`src/rtl/dmem_arb_pkg.sv`:
```
`default_nettype none
// ============================================================================
// Module   : dmem_arb_pkg
// Brief    : Shared types and constants for the data-memory arbiter.
// Revision : 1.0 - initial release
// ============================================================================
package dmem_arb_pkg;

    localparam int NUM_REQ = 2;

    typedef enum logic [1:0] {
        IDLE   = 2'd0,
        ACCESS = 2'd1,
        RESP   = 2'd2
    } arb_state_t;

    // 0 = core load/store, 1 = debug/DMA loader
    typedef logic owner_t;

    localparam owner_t c_owner_core  = 1'b0;
    localparam owner_t c_owner_debug = 1'b1;

    function automatic logic [NUM_REQ-1:0] owner_onehot(input owner_t owner);
        return NUM_REQ'(1) << owner;
    endfunction

endpackage
`default_nettype wire

```
`src/rtl/dmem_arb_rr_pick.sv`:
```
`default_nettype none
// ============================================================================
// Module   : dmem_arb_rr_pick
// Brief    : Combinational round-robin picker with optional owner lock.
// Revision : 1.0 - initial release
// ============================================================================
module dmem_arb_rr_pick
    import dmem_arb_pkg::*;
(
    input  logic [NUM_REQ-1:0] i_req,
    input  owner_t             i_last,
    input  owner_t             i_owner,
    input  logic               i_locked,
    output logic               o_grant_valid,
    output owner_t             o_winner,
    output logic               o_lock_hold
);

    always_comb begin
        o_grant_valid = |i_req;
        o_winner      = c_owner_core;
        o_lock_hold   = 1'b0;
        // A locked owner that still requests keeps the memory and bypasses fairness
        if (i_locked && i_req[i_owner]) begin
            o_winner    = i_owner;
            o_lock_hold = 1'b1;
        end else begin
            case (i_req)
                2'b01:   o_winner = c_owner_core;
                2'b10:   o_winner = c_owner_debug;
                2'b11:   o_winner = ~i_last;
                default: o_winner = c_owner_core;
            endcase
        end
    end

endmodule
`default_nettype wire

```
`src/rtl/dmem_arbiter.sv`:
```
`default_nettype none
// ============================================================================
// Module   : dmem_arbiter
// Brief    : Round-robin arbiter sharing one single-port data memory between
//            the core (port 0) and the debug/DMA loader (port 1).
// Config   : DMEM_ARB_LOCK_EN - lets the owner hold the memory across transactions
// Revision : 1.0 - initial release
// ============================================================================
module dmem_arbiter
    import dmem_arb_pkg::*;
#(
    parameter int DATA_WIDTH = 32,
    parameter int ADDR_WIDTH = 32
) (
    input  logic                                clk_i,
    input  logic                                rst_i,
    input  logic [NUM_REQ-1:0]                  req_i,
    input  logic [NUM_REQ-1:0]                  we_i,
    input  logic [NUM_REQ-1:0][ADDR_WIDTH-1:0]  addr_i,
    input  logic [NUM_REQ-1:0][DATA_WIDTH-1:0]  wdata_i,
    input  logic [NUM_REQ-1:0]                  lock_i,
    output logic [NUM_REQ-1:0]                  gnt_o,
    output logic [NUM_REQ-1:0]                  rvalid_o,
    output logic [DATA_WIDTH-1:0]               rdata_o,
    output logic [ADDR_WIDTH-1:0]               mem_addr_o,
    output logic [DATA_WIDTH-1:0]               mem_wdata_o,
    output logic                                mem_we_o,
    input  logic [DATA_WIDTH-1:0]               mem_rdata_i,
    output logic                                busy_o
);

    arb_state_t              r_state;
    owner_t                  r_owner;
    owner_t                  r_last;
    logic [NUM_REQ-1:0]      r_gnt;
    logic [NUM_REQ-1:0]      r_rd_pending;
    logic [DATA_WIDTH-1:0]   r_rdata;
    logic [ADDR_WIDTH-1:0]   r_addr_hold;
    logic [DATA_WIDTH-1:0]   r_wdata_hold;

    logic                    w_locked;
    logic                    w_grant_valid;
    owner_t                  w_winner;
    logic                    w_lock_hold;

    dmem_arb_rr_pick u_pick (
        .i_req         (req_i),
        .i_last        (r_last),
        .i_owner       (r_owner),
        .i_locked      (w_locked),
        .o_grant_valid (w_grant_valid),
        .o_winner      (w_winner),
        .o_lock_hold   (w_lock_hold)
    );

`ifdef DMEM_ARB_LOCK_EN
    logic r_locked;
    logic w_decide;

    assign w_decide = (r_state == IDLE) || (r_state == RESP);

    always_ff @(posedge clk_i or posedge rst_i) begin
        if (rst_i) begin
            r_locked <= 1'b0;
        end else if (r_state == ACCESS) begin
            r_locked <= lock_i[r_owner];
        end else if (w_decide && r_locked && !req_i[r_owner]) begin
            r_locked <= 1'b0;
        end
    end

    assign w_locked = r_locked;
`else
    logic w_unused_lock;

    assign w_unused_lock = ^lock_i;
    assign w_locked      = 1'b0;
`endif

    always_ff @(posedge clk_i or posedge rst_i) begin
        if (rst_i) begin
            r_state      <= IDLE;
            r_owner      <= c_owner_core;
            r_last       <= c_owner_debug;
            r_gnt        <= '0;
            r_rd_pending <= '0;
            r_rdata      <= '0;
            r_addr_hold  <= '0;
            r_wdata_hold <= '0;
        end else begin
            case (r_state)
                IDLE, RESP: begin
                    r_rd_pending <= '0;
                    if (w_grant_valid) begin
                        r_state <= ACCESS;
                        r_owner <= w_winner;
                        r_gnt   <= owner_onehot(w_winner);
                        if (!w_lock_hold) begin
                            r_last <= w_winner;
                        end
                    end else begin
                        r_state <= IDLE;
                        r_gnt   <= '0;
                    end
                end
                ACCESS: begin
                    r_state      <= RESP;
                    r_gnt        <= '0;
                    // Hold the address/data so the memory pins stay quiet during RESP
                    r_addr_hold  <= addr_i[r_owner];
                    r_wdata_hold <= wdata_i[r_owner];
                    if (!we_i[r_owner]) begin
                        r_rd_pending <= owner_onehot(r_owner);
                        r_rdata      <= mem_rdata_i;
                    end else begin
                        r_rd_pending <= '0;
                    end
                end
                default: begin
                    r_state      <= IDLE;
                    r_gnt        <= '0;
                    r_rd_pending <= '0;
                end
            endcase
        end
    end

    assign gnt_o       = r_gnt;
    assign rvalid_o    = r_rd_pending;
    assign rdata_o     = r_rdata;
    assign busy_o      = (r_state != IDLE);

    // Reset gates the write strobe directly so a mid-ACCESS reset cannot commit a write
    assign mem_we_o    = (r_state == ACCESS) && we_i[r_owner] && !rst_i;
    assign mem_addr_o  = (r_state == ACCESS) ? addr_i[r_owner]  : r_addr_hold;
    assign mem_wdata_o = (r_state == ACCESS) ? wdata_i[r_owner] : r_wdata_hold;

endmodule
`default_nettype wire

```
`config.mk`:
```
export PLATFORM = sky130hd
export DESIGN_NAME = dmem_arbiter
export DESIGN_NICKNAME = d
export VERILOG_FILES = /design/src/rtl/dmem_arb_pkg.sv /design/src/rtl/dmem_arb_rr_pick.sv /design/src/rtl/dmem_arbiter.sv
export SDC_FILE = /design/constraint.sdc
export NUM_CORES = 1
export LEC_CHECK = 0
export ABC_AREA = 0
export CAP_MARGIN = 30
export CORE_ASPECT_RATIO = 1.25
export CORE_MARGIN = 5
export CORE_UTILIZATION = 41
export CTS_CLUSTER_DIAMETER = 30
export DETAILED_ROUTE_END_ITERATION = 12
export MAX_ROUTING_LAYER = met4
export PLACE_DENSITY_LB_ADDON = 0.08
export SLEW_MARGIN = 20
export SYNTH_ARGS = -nofsm -noshare
export SYNTH_HDL_FRONTEND = slang
export SYNTH_SLANG_ARGS = --single-unit
```
`constraint.sdc`:
```
create_clock -name clk_i -period 8.4 [get_ports clk_i]
set_clock_uncertainty 0.05 [all_clocks]
set_input_delay 1.26 -clock clk_i [delete_from_list [all_inputs] [get_ports clk_i]]
set_output_delay 1.26 -clock clk_i [all_outputs]
set_load 0.1 [all_outputs]
```
==> summary.txt <==
Final layout
  • Multi-input gate area in the final layout: 1770 sq um
  • Layout area overhead: 67.2%
  • Util after Layout: 0.690
  • Layout fillers: 874
  • Storage cell area: about 2600 sq um
  • Final Cell Area: around 7600 sq um
  • Share of cells above drive strength 1: 0.0903
  • Most common cell after layout, fill and taps aside: clkdlybuf4s50_1
  • Final nets: 794
  • Most frequent cells in the layout: clkdlybuf4s50_1, dfrtp_1, mux2i_1, nand2_1, o21ai_1
  • N_diodes: 0

Clock network
  • Hold buffers post-CTS: 0
  • Clk sinks: between 100 and 150
  • CTS root buf: clkbuf_16
  • Clk buf depth: 2
  • Post-CTS Setup Bufs: 0
  • CTS tree: yes
  • Clock latency on the worst-skew pair: 0.33 ns
  • Post-cts resize count: 0
  • TritonCTS buffer count: 9
  • Clock-pin slew on the worst setup and hold paths: 0.07 ns
  • H-tree levels: 3

Timing
  • Min Clock Period, post-route: about 4.7 ns
  • Setup TNS: 0 ns
  • Slew headroom: 0.314
  • Final Hold Slack: ~0.44 ns
  • Max-slew violations: 0
  • Final Setup Violations: 0
  • Period utilisation layout: 0.556
  • Slew at the pin closest to its max-slew limit: 1.03 ns
  • Fin. Hold Viols: 0
  • RSZ-0062 raised after global routing: false
  • F_max: around 0.21 GHz

Die
  • CORE AREA: 11000 sq um
  • Die Width: about 100 microns
  • Initial Utilization: 0.413
  • # rows: 43
  • Chip height: roughly 130 microns
  • Boundary Pins: 270
  • Full die area: about 13000 sq um

Critical path
  • CP startpoint kind: flop
  • Depth of the most critical reg-to-reg path: 3
  • Reg2Reg Launch Point: r_owner$_DFFE_PP0P_
  • WS Path Type: reg -> out
  • Reg2reg end: rdata_o[29]$_DFFE_PP0P_
  • Crit path required time: 7.09 ns
  • R2R setup slack: slightly above 6 ns
  • Crit path DAT: 3.36 ns
  • Setup crit end kind: primary output
  • Max FO, Critical Path: 71

Global routing
  • Initial antenna violation count: 0
  • Largest net degree at the start of global routing: 72
  • Vias in the first global route: about 3900
  • GR Overflow Total: 0
  • All-layer global routing usage: 0.193
  • First-pass GRT wire length: about 20 mm

Placement
  • Placed Area: just over 7000 sq um
  • # port buffers: 267
  • Estimated wirelength of the detail-placed design: 10.1 mm
  • RD Place Congestion: roughly 0.74

Power
  • Worst vdd ir: 200 uV
  • Power per cell area: 418 nW/um^2
  • Leak: 3.38 nW

Routing
  • Number of vias per cell: 4.81
  • Wire per inst: 16.8 microns
  • DRT Pass-1 Iters: 4
  • # DRC: 0
  • Detailed Route WL: 12.9 mm
  • ANT nets after route: 0
  • Vias: 3688
  • Initial DRC count: 74

Synthesis
  • Seq/Total Area, Yosys: 0.575
  • Net Count, Synth: 538
  • Synth warnings: 0
  • Post-Syn Area per Cell: 12.2 sq um
  • Yosys cell types: 23
  • Synth Register Bits: 104
  • Syn Std Cell Area: 4530 sq um
  • Synth Instances: 370

Worst hold path
  • Hold Path End: r_addr_hold[18]$_DFF_PP0_
  • Worst hold start: r_addr_hold[18]$_DFF_PP0_
  • Hold Crit Depth: 2
  • Tightest Hold Check Type: reg -> reg

Status
  • Status: finished clean

Flow run
  • Number of max-cap violations: 0
critical path, stage by stage, from the launching register on:
cell	delay, ns
dfrtp_1	0.43
nand2b_4	0.46
buf_4	0.62
nand2_1	0.14
o21ai_1	0.14
clkdlybuf4s50_1	1.19
logic make-up (layout without fill, tap and decap cells):
group	Yosys count	count (layout)	share of synthesized area
buffers and inverters	30	291	0.0353
AND/OR/NAND/NOR	70	70	0.0621
flip-flops	104	104	0.575
AO/OA/AOI/OAI	69	69	0.0790
multiplexers	97	97	0.249
synthesized netlist by cell type (all sizes together):
library cell	n	share of area
a21o	2	0.0033
nor3b	1	0.0017
mux2	32	0.10
o211a	1	0.0022
dfrtp	103	0.57
or2	1	0.0014
nor3	2	0.0022
inv	5	0.0041
mux2i	65	0.14
nand2	65	0.056
buf	12	0.020
a211oi	1	0.0017
clkbuf	13	0.011
o21ai	65	0.072
dfstp	1	0.0058
nand2b	1	0.0014
layer usage:
layer  wire, microns  global-route usage  vias to the layer above
met2            6620               0.331                      160
li1                -                   -                     1790
met4             293              0.0747                        0
met3             852              0.0460                       19
met1            5110               0.219                     1719
met5               0                   -                        -
report_power, final:
part	internal, mW	total (mW)	switching [mW]
combinational	0.505	2.00	1.50
clock	0.231	0.413	0.182
sequential	0.666	0.747	0.0811
through the flow:
stage / setup WS [ns] / total power, mW / std cells
6_report: 3.73 / 3.16 / 766
5_1_grt: 3.48 / 3.28 / 766
4_1_cts: 3.71 / 3.19 / 766
3_5_place_dp: 3.80 / 2.77 / 750
3_3_place_gp: 3.82 / 2.75 / 749
2_1_floorplan: 3.63 / 2.29 / 370
cell type report:
type	count	share of cell area
clock buffers	9	0.0297
clock inverters	7	0.00941
inverters	5	0.00281
multi-input cells	236	0.234
flip-flops and latches	104	0.344
well taps	135	0.0223
repair buffers	270	0.357
sequential cells by signal (all words and copies together) (netlist names):
register and flops:
r_addr_hold 32, rdata_o 32, r_owner 1, rvalid_o 2, r_last 1, gnt_o 2, r_state 2, r_wdata_hold 32
worst max path at each step:
stage                                    start         endpoint  slack [ns]
final                     r_state[0]$_DFF_PP0_   mem_addr_o[30]        3.73
after global routing      r_state[0]$_DFF_PP0_   mem_wdata_o[8]        3.48
after CTS                 r_state[0]$_DFF_PP0_  mem_wdata_o[31]        3.71
after detailed placement             addr_i[4]    mem_addr_o[4]        3.80
after global placement              addr_i[19]   mem_addr_o[19]        3.82
after floorplan                     addr_i[51]   mem_addr_o[19]        3.63
No activity file was read; power rests on OpenSTA's default activity.
